`config.mk`:
```
export PLATFORM = sky130hd
export DESIGN_NAME = cdc_tx_buffer_flat
export DESIGN_NICKNAME = d
export VERILOG_FILES = /design/src/rtl/cdc_tx_buffer_if.sv /design/src/rtl/cdc_tx_buffer.sv /design/src/flat_wrapper.sv
export SDC_FILE = /design/constraint.sdc
export NUM_CORES = 1
export LEC_CHECK = 0
export ABC_CLOCK_PERIOD_IN_PS = 3600
export CORE_ASPECT_RATIO = 0.6
export CORE_UTILIZATION = 52
export CTS_CLUSTER_SIZE = 12
export DETAILED_ROUTE_END_ITERATION = 7
export PLACE_DENSITY = 0.85
export SYNTH_ARGS = -nofsm -noshare
export SYNTH_HDL_FRONTEND = slang
export SYNTH_SLANG_ARGS = --single-unit
```
`constraint.sdc`:
```
create_clock -name clka -period 3.6 [get_ports clka]
set_input_delay 0.72 -clock clka [delete_from_list [all_inputs] [get_ports clka]]
set_output_delay 0.72 -clock clka [all_outputs]
set_load 0.02 [all_outputs]
```
`src/rtl/cdc_tx_buffer_if.sv`:
```
// Local-side write port and downstream offer port of the crossing's source buffer.
// Latency: none; plain wires bundled for connection.
// Backpressure: full throttles the writer, aready (from the resynchronizer) throttles the offer.
interface cdc_tx_buffer_if #(
  parameter int WIDTH      = 16,
  parameter int DEPTH_LOG2 = 3
);
  // write side
  logic [WIDTH-1:0]    wr_data;
  logic                wr_en;
  logic                full;
  // offer side, facing the resynchronizer
  logic [WIDTH-1:0]    data_output;
  logic                asend;
  logic                aready;
  // status
  logic [DEPTH_LOG2:0] level;
  logic [7:0]          drop_cnt;

  // The environment around the buffer: local writer plus the resynchronizer's aready.
  modport master (
    output wr_data, wr_en, aready,
    input  full, data_output, asend, level, drop_cnt
  );

  // The buffer itself.
  modport slave (
    input  wr_data, wr_en, aready,
    output full, data_output, asend, level, drop_cnt
  );
endinterface

```
`src/rtl/cdc_tx_buffer.sv`:
```
// Source-side FIFO plus registered offer stage feeding the two-way-handshake resynchronizer.
// Latency: a word written into an idle buffer is offered (asend=1) one edge after it is stored.
// Backpressure: offer held stable until aready; full (pointer-derived only) rejects and counts writes.
module cdc_tx_buffer #(
  parameter int WIDTH      = 16,
  parameter int DEPTH_LOG2 = 3
) (
  input  logic            clka,
  input  logic            rst_n,
  cdc_tx_buffer_if.slave  bus
);

  localparam int DEPTH = 1 << DEPTH_LOG2;

  typedef logic [DEPTH_LOG2:0]   ptr_t;
  typedef logic [DEPTH_LOG2-1:0] idx_t;

  typedef enum logic {
    ST_EMPTY = 1'b0,
    ST_OFFER = 1'b1
  } state_t;

  // Storage. Not reset: contents are only ever read behind a valid pointer.
  logic [WIDTH-1:0] mem [DEPTH];

  // Pointers carry one extra wrap bit so full and empty are distinguishable.
  ptr_t       wr_ptr;
  ptr_t       rd_ptr;
  idx_t       wr_idx;
  idx_t       rd_idx;

  state_t     state;
  state_t     state_nxt;

  logic [WIDTH-1:0] dout_q;
  logic [7:0]       drop_q;

  logic       st_empty;
  logic       st_full;
  logic       wr_accept;
  logic       wr_reject;
  logic       pop;

  assign wr_idx = wr_ptr[DEPTH_LOG2-1:0];
  assign rd_idx = rd_ptr[DEPTH_LOG2-1:0];

  // Status comes only from the pointer registers, so full never depends on
  // this cycle's aready and the writer sees a clean registered-equivalent flag.
  assign st_empty  = (wr_ptr == rd_ptr);
  assign st_full   = (wr_idx == rd_idx) && (wr_ptr[DEPTH_LOG2] != rd_ptr[DEPTH_LOG2]);
  assign wr_accept = bus.wr_en && !st_full;
  assign wr_reject = bus.wr_en &&  st_full;

  // Offer-stage state register; dropping to EMPTY on reset kills asend at once.
  always_ff @(posedge clka or negedge rst_n) begin
    if (!rst_n) begin
      state <= ST_EMPTY;
    end else begin
      state <= state_nxt;
    end
  end

  // Next-state and pop decision: refill the offer stage whenever it is idle or
  // being consumed this cycle and storage has a word (back-to-back offers).
  always_comb begin
    state_nxt = state;
    pop       = 1'b0;
    case (state)
      ST_EMPTY: begin
        if (!st_empty) begin
          pop       = 1'b1;
          state_nxt = ST_OFFER;
        end
      end
      ST_OFFER: begin
        if (bus.aready) begin
          if (!st_empty) begin
            pop = 1'b1;
          end else begin
            state_nxt = ST_EMPTY;
          end
        end
      end
      default: begin
        state_nxt = ST_EMPTY;
      end
    endcase
  end

  // Write into storage; a write is never forwarded straight to the offer stage.
  always_ff @(posedge clka) begin
    if (wr_accept) begin
      mem[wr_idx] <= bus.wr_data;
    end
  end

  // Pointer advance; write and pop on the same edge both happen.
  always_ff @(posedge clka or negedge rst_n) begin
    if (!rst_n) begin
      wr_ptr <= '0;
      rd_ptr <= '0;
    end else begin
      if (wr_accept) begin
        wr_ptr <= wr_ptr + ptr_t'(1);
      end
      if (pop) begin
        rd_ptr <= rd_ptr + ptr_t'(1);
      end
    end
  end

  // Offer data register: loads the head word on every pop, otherwise holds.
  always_ff @(posedge clka or negedge rst_n) begin
    if (!rst_n) begin
      dout_q <= '0;
    end else if (pop) begin
      dout_q <= mem[rd_idx];
    end
  end

  // Saturating count of writes refused because storage was full.
  always_ff @(posedge clka or negedge rst_n) begin
    if (!rst_n) begin
      drop_q <= '0;
    end else if (wr_reject && (drop_q != 8'hFF)) begin
      drop_q <= drop_q + 8'd1;
    end
  end

  assign bus.full        = st_full;
  assign bus.asend       = (state == ST_OFFER);
  assign bus.data_output = dout_q;
  assign bus.level       = wr_ptr - rd_ptr;
  assign bus.drop_cnt    = drop_q;

  // An unaccepted offer keeps asend high and its data unchanged.
  a_offer_hold: assert property (@(posedge clka) disable iff (!rst_n)
    (bus.asend && !bus.aready) |=> (bus.asend && $stable(bus.data_output)));

  // Occupancy can never exceed the storage depth.
  a_level_bound: assert property (@(posedge clka) disable iff (!rst_n)
    (bus.level <= (DEPTH_LOG2+1)'(DEPTH)));

  // Full flag and occupancy agree.
  a_full_level: assert property (@(posedge clka) disable iff (!rst_n)
    (bus.full == (bus.level == (DEPTH_LOG2+1)'(DEPTH))));

endmodule

```
`src/flat_wrapper.sv`:
```
// flat-port wrapper written by rule: the top's interface ports become plain ports
module cdc_tx_buffer_flat 
#(
  parameter int WIDTH      = 16,
  parameter int DEPTH_LOG2 = 3
)
  (clka, rst_n, bus_wr_data, bus_wr_en, bus_aready, bus_full, bus_data_output, bus_asend, bus_level, bus_drop_cnt);
  cdc_tx_buffer_if #(.WIDTH(WIDTH), .DEPTH_LOG2(DEPTH_LOG2)) bus_i ();
  input  logic clka;
  input  logic rst_n;
  input wire logic [$bits(bus_i.wr_data)-1:0] bus_wr_data;
  input wire logic [$bits(bus_i.wr_en)-1:0] bus_wr_en;
  input wire logic [$bits(bus_i.aready)-1:0] bus_aready;
  output wire logic [$bits(bus_i.full)-1:0] bus_full;
  output wire logic [$bits(bus_i.data_output)-1:0] bus_data_output;
  output wire logic [$bits(bus_i.asend)-1:0] bus_asend;
  output wire logic [$bits(bus_i.level)-1:0] bus_level;
  output wire logic [$bits(bus_i.drop_cnt)-1:0] bus_drop_cnt;
  assign bus_i.wr_data = bus_wr_data;
  assign bus_i.wr_en = bus_wr_en;
  assign bus_i.aready = bus_aready;
  assign bus_full = bus_i.full;
  assign bus_data_output = bus_i.data_output;
  assign bus_asend = bus_i.asend;
  assign bus_level = bus_i.level;
  assign bus_drop_cnt = bus_i.drop_cnt;
  cdc_tx_buffer #(.WIDTH(WIDTH), .DEPTH_LOG2(DEPTH_LOG2)) u_core (.clka(clka), .rst_n(rst_n), .bus(bus_i));
endmodule
```
# After elaboration in Yosys (flattened, before gate mapping)
# Memories as Yosys holds them, arrays and structs flattened. A register that Yosys moved wholly into a read port is not among the register bits.
# Index checks and enable logic that the tools add are counted.
[word_totals] register_bits=17 ram_bits=128 input_bits=20 out_inout_bits=30 word_cells=27 memories=1
[memory_table] memory="u_core.mem" depth=8 width=16 read_ports=1 rd_clocked_by_memory_dff=1 write_ports=1 line_no="cdc_tx_buffer.sv:24" text="logic [WIDTH-1:0] mem [DEPTH];"
[classes] n_addsub=4 eq_ne=4 muxes=7 bitwise=1 n_reduce_logical=6
[ops] op="4-bit by 1-bit adder with 4-bit output, second input constant" n=2
[ops] op="8-bit by 1-bit adder with 8-bit output, second input constant" n=1
[ops] op="8-bit inequality test, second input constant" n=1
[ops] op="1-bit 2-to-1 mux" n=5
[ops] op="4-bit == test" n=1
[ops] op="1-bit logical AND" n=4
[ops] op="1-bit one-hot mux with 2 select lines" n=2
[ops] op="4-bit subtractor" n=1
[ops] op="3-bit == test" n=1
[ops] op="1-bit logical NOT" n=2
[ops] op="1-bit inequality test" n=1
[ops] op="1-bit inverter" n=1

# Logic depth before layout (Yosys ltp)
# Gate-level depths: netlist of the first run.
[logic_depth] ltp_word=6 mapped_depth=9

# Least setup slack after synthesis of the first run
# No wires, ideal clock.
[synth_path] kind="reg2reg" start="register u_core.rd_ptr[1]" end="memory u_core.mem[0][0] (enable)" setup_time_ps=409 arrival_ps=3143 setup_slack_ps=48 stages_incl_launch_ff=9 path_buffers=2 synth_period_minus_slack_ps=3552 cell_sequence="dfrtp_1 -> clkbuf_1 -> buf_2 -> inv_1 -> ha_1 -> and3_1 -> a21boi_0 -> nand2_1 -> nor3_1"
[synth_between] elab_chain_len=6
[synth_rtl] element="from (decl)" line_no="cdc_tx_buffer.sv:28" text="ptr_t rd_ptr;"
[synth_rtl] element="from (signal assigned)" line_no="cdc_tx_buffer.sv:107" text="rd_ptr <= rd_ptr + ptr_t'(1);"
[synth_rtl] element="3-bit == test" line_no="cdc_tx_buffer.sv:50" text="assign st_full = (wr_idx == rd_idx) && (wr_ptr[DEPTH_LOG2] != rd_ptr[DEPTH_LOG2]);"
[synth_rtl] element="1-bit logical AND" line_no="cdc_tx_buffer.sv:50"
[synth_rtl] element="1-bit logical NOT" line_no="cdc_tx_buffer.sv:51" text="assign wr_accept = bus.wr_en && !st_full;"
[synth_rtl] element="1-bit logical AND" line_no="cdc_tx_buffer.sv:51"
[synth_rtl] element="1-bit 2-to-1 mux" line_no="cdc_tx_buffer.sv:92" text="if (wr_accept) begin"
[synth_rtl] element="1-bit 2-to-1 mux (implied by the code)" line_no="cdc_tx_buffer.sv:93" text="mem[wr_idx] <= bus.wr_data;"
[synth_rtl] element="to (decl)" line_no="cdc_tx_buffer.sv:24"
# No other way between the ends.

# Worst setup path in the final report of the first run
[layout_path] start="register u_core.wr_ptr[1]" end="output bus_level[3]"
[layout_between] elab_chain_len=1
[layout_rtl] element="from (decl)" line_no="cdc_tx_buffer.sv:27" text="ptr_t wr_ptr;"
[layout_rtl] element="from (signal assigned)" line_no="cdc_tx_buffer.sv:104" text="wr_ptr <= wr_ptr + ptr_t'(1);"
[layout_rtl] element="4-bit subtractor" line_no="cdc_tx_buffer.sv:133" text="assign bus.level = wr_ptr - rd_ptr;"
[layout_rtl] element="to (decl)" line_no="flat_wrapper.sv:17" text="output wire logic [$bits(bus_i.level)-1:0] bus_level;"
# No other way between the ends.

==> results of run 1 <==
-- area by class of cell --
| cell class | count | share of cell area, % |
|---|---|---|
| clock buffers | 22 | 5.83 |
| clock inverters | 10 | 1.81 |
| inverters | 10 | 0.493 |
| multi-input cells | 150 | 20.1 |
| flip-flops and latches | 161 | 61.4 |
| well taps | 160 | 2.63 |
| repair buffers | 63 | 7.76 |
-- worst min-delay path by stage --
stage / start / endpoint / cells past startpoint
detailed placement: u_core.bus.data_output[14] / u_core.bus.data_output[14] / 2
floorplan: rst_n / u_core.bus.asend / 0
finish: rst_n / u_core.bus.data_output[15] / 1
global placement: u_core.bus.data_output[15] / u_core.bus.data_output[15] / 2
global route: rst_n / u_core.bus.data_output[15] / 1
CTS: rst_n / u_core.bus.data_output[5] / 1
-- cell families (layout without fill, tap and decap cells) --
| logic type | count (synthesis) | count (layout) |
|---|---|---|
| AOI/OAI and AO/OA | 23 | 23 |
| xor gates and xnor gates | 16 | 16 |
| adders and majority gates | 7 | 7 |
| buffers and inverters | 23 | 105 |
| DFF | 161 | 161 |
| muxes | 50 | 50 |
| and+or+nand+nor | 54 | 54 |
-- sequential cells by signal (all words and copies together) (netlist names) --
| name | cells |
|---|---|
| u_core.bus.asend | 1 |
| u_core.rd_ptr | 4 |
| u_core.mem | 128 |
| u_core.bus.drop_cnt | 8 |
| u_core.wr_ptr | 4 |
| u_core.bus.data_output | 16 |
-- power groups by stage --
stage               Combinational [mW]  Clock (mW)  Sequential (mW)
finish                            2.26        1.76             2.59
global route                      2.45        1.87             2.63
CTS                               2.29        1.79             2.59
detailed placement                2.28           0             2.62
global placement                  2.22           0             2.60
floorplan                         1.38           0             2.71
-- stage by stage --
step	utilization (%)	cells	setup slack [ps]	hold WS, ps
2_1_floorplan	-	334	47.5	424
3_3_place_gp	60.8	544	902	461
3_5_place_dp	60.8	544	821	471
4_1_cts	65.8	576	472	419
5_1_grt	65.8	576	375	474
6_report	65.8	576	487	403
-- cells in the final DEF, fill, tap and decap left out, types with 3 or more instances in the layout --
master,count
sky130_fd_sc_hd__clkinv_2,3
sky130_fd_sc_hd__clkbuf_1,5
sky130_fd_sc_hd__nor2_1,11
sky130_fd_sc_hd__mux2i_1,16
sky130_fd_sc_hd__bufinv_16,3
sky130_fd_sc_hd__clkdlybuf4s50_1,48
sky130_fd_sc_hd__nor3_1,3
sky130_fd_sc_hd__mux4_2,32
sky130_fd_sc_hd__clkbuf_16,17
sky130_fd_sc_hd__nand3_1,7
sky130_fd_sc_hd__dfrtp_1,32
sky130_fd_sc_hd__edfxtp_1,128
sky130_fd_sc_hd__buf_4,14
sky130_fd_sc_hd__inv_1,10
sky130_fd_sc_hd__ha_1,6
sky130_fd_sc_hd__xor2_1,7
sky130_fd_sc_hd__xnor2_1,8
sky130_fd_sc_hd__nand2_1,26
sky130_fd_sc_hd__o21ai_0,18
-- metal layers --
layer  share of wire, %  track usage, %  routed length (um)  up-vias
li1                   -               -                   -     1429
met1                 46            30.2                5370     1659
met2                 46            31.9                5430      124
met3                6.5            5.50                 756       13
met4                1.1            7.83                 127        0
met5                  0               0                   0        -
==> reports/metrics.cfg, run 1 <==
[cts]
cts_buffer_depth=2
clkTransAtPathRegs_ps=60
clock_sinks=161
cts_tree=built
cts_buffer_count=17
post-cts-setup-buffer-count=0
clk_root_buffer_cell=sky130_fd_sc_hd__clkbuf_16
cts_htree_levels=4
cts_hold_bufs=0
ctsResizeCount=0
clock_insertion_delay_worst_skew_ps=420

[synth]
primary_flip_flop_cell_chosen_by_synthesis_mapping=sky130_fd_sc_hd__edfxtp_1
postSynth.asyncResetShare_pct=20.5
synth_xor_area_share_pct=2.34
synth_area_per_cell_um2=18.9
ys_seq_elements=161
yosys.area_share.adder_pct=1.51
yosysTopAreaCellShare_pct=61.0
synth.most_common_cell=sky130_fd_sc_hd__edfxtp_1
synth-edff-count=128
ys_top_cells_by_count=128 x sky130_fd_sc_hd__edfxtp_1, 33 x sky130_fd_sc_hd__dfrtp_1, 32 x sky130_fd_sc_hd__mux4_2
synthesis.nets=361
synth_area_leaders=sky130_fd_sc_hd__edfxtp_1 61%, sky130_fd_sc_hd__dfrtp_1 13%, sky130_fd_sc_hd__mux4_2 11%, sky130_fd_sc_hd__mux2i_1 2.5%, sky130_fd_sc_hd__nand2_1 1.5%
synth_cell_types=28
multiplexer_share_of_the_synthesized_area_pct=14.3
synth_compound_area_share_pct=2.30
synth_top_family_by_area=multiplexers
yosys.area_share.simple_pct=3.66
synthesis.area_mm2=0.00630
ys.warnings.count=0
syn-instance-count=334
synth_sequential_area_ratio_pct=74.2
synth_largest_area_cell=sky130_fd_sc_hd__edfxtp_1

[global_routing]
grt_start_max_net_pins=36
grt_pass1_vias=3324
antenna_found_initial=0
grt_use_total_pct=21.2
grt_first_pass_wirelength_mm=18.5
grt_remaining_overflow=0

[floorplanning]
dieArea_mm2=0.0126
die_x_um=144
dieHeight_um=87.2
std_cell_rows=30
starting_density_of_the_core_pct=54.5
core_area_mm2=0.0116
pin_count=50

[timing]
finalSetupViolCount=0
post-route-period-util_pct=86.5
finalHoldViolations=0
final_max_slew_viol_count=0
clock_skew_ps=8.98
grt_setup_unrepaired=no
timing_worst_slew_pin_value_ps=829
slew_headroom_pct=44.7
fmax_mhz=321
finalWorstPathRequiredPeriod_ps=3110
fin_setup_tns_ps=0

[setup_path]
r2r-end=u_core.mem[6][14]
critPathCapture=bus_level[3]
worst-path-stages=5
req_time_crit_path_ps=2880
reg2reg_setup_slack_ps=990
cells_along_the_critical_path=ha_1 > a21o_1 > a21oi_1 > xnor2_1 > clkdlybuf4s50_1
r2r_start=u_core.wr_ptr[2]
slowest_delay_ps=620
start_kind=register
max_fo_critical_path=7
timing_worst_setup_path_type=register to output pin
cp_top_family=buffers and inverters
setup.worst_path.start=u_core.wr_ptr[1]
worst_ep_arrival_time_ps=2390
timing.reg2reg.worst_path_depth=6
endpoint_kind=output pin
cpMaxStageDelayCell=sky130_fd_sc_hd__clkdlybuf4s50_1
critPathBufInv=1

[placed_design]
post-dp-hpwl_mm=7.25
gp_congestion=0.789
quantity_of_i_o_buffers_inserted_on_ports=49
placed_cell_area_mm2=0.00703

[drt]
viasPerCell=5.60
routed-via-count=3225
drt-wirelength-per-cell_um=20.3
postRouteAntennaNets=0
detailedRoute.firstIterationViolations=209
drc_errors=0
drt_wl_total_mm=11.7
drt_first_pass_iters=4

[worst_hold_path]
hp-class=primary input to async pin

[run]
drv.max_cap_violation_count=0

[power]
switching_power_mw=2.06
max-vdd-ir-drop_uv=462
cell_internal_pwr_mw=4.56
cellPowerDensity_mw_per_mm2=869
combinationalPowerShare_pct=34.2
netSwitchingFraction_pct=31.1
seqPwrFrac_pct=39.1
post_layout_total_power_mw=6.62
static-leakage-power_nw=2.73
pwr-share-clk_pct=26.7

[final_layout]
total_nets_final=430
multiInputGateArea_mm2=0.00153
finalInstanceArea_mm2=0.00761
antennaDiodeCount=0
ff_latch_area_mm2=0.00467
area_delta_synth_final_pct=20.9
fraction_of_layout_cells_with_a_size_suffix_above_1_pct=19.7
filler_cell_count=796

[status]
outcome=finished clean

Note: power is estimated with default switching activity, not from simulation.
==> run 2: changes to the inputs <==
Settings changed: CAP_MARGIN set to 10, TNS_END_PERCENT set to 50.
==> results of run 2 <==
No change in the layout: final DEF, timing and power equal those of run 1.
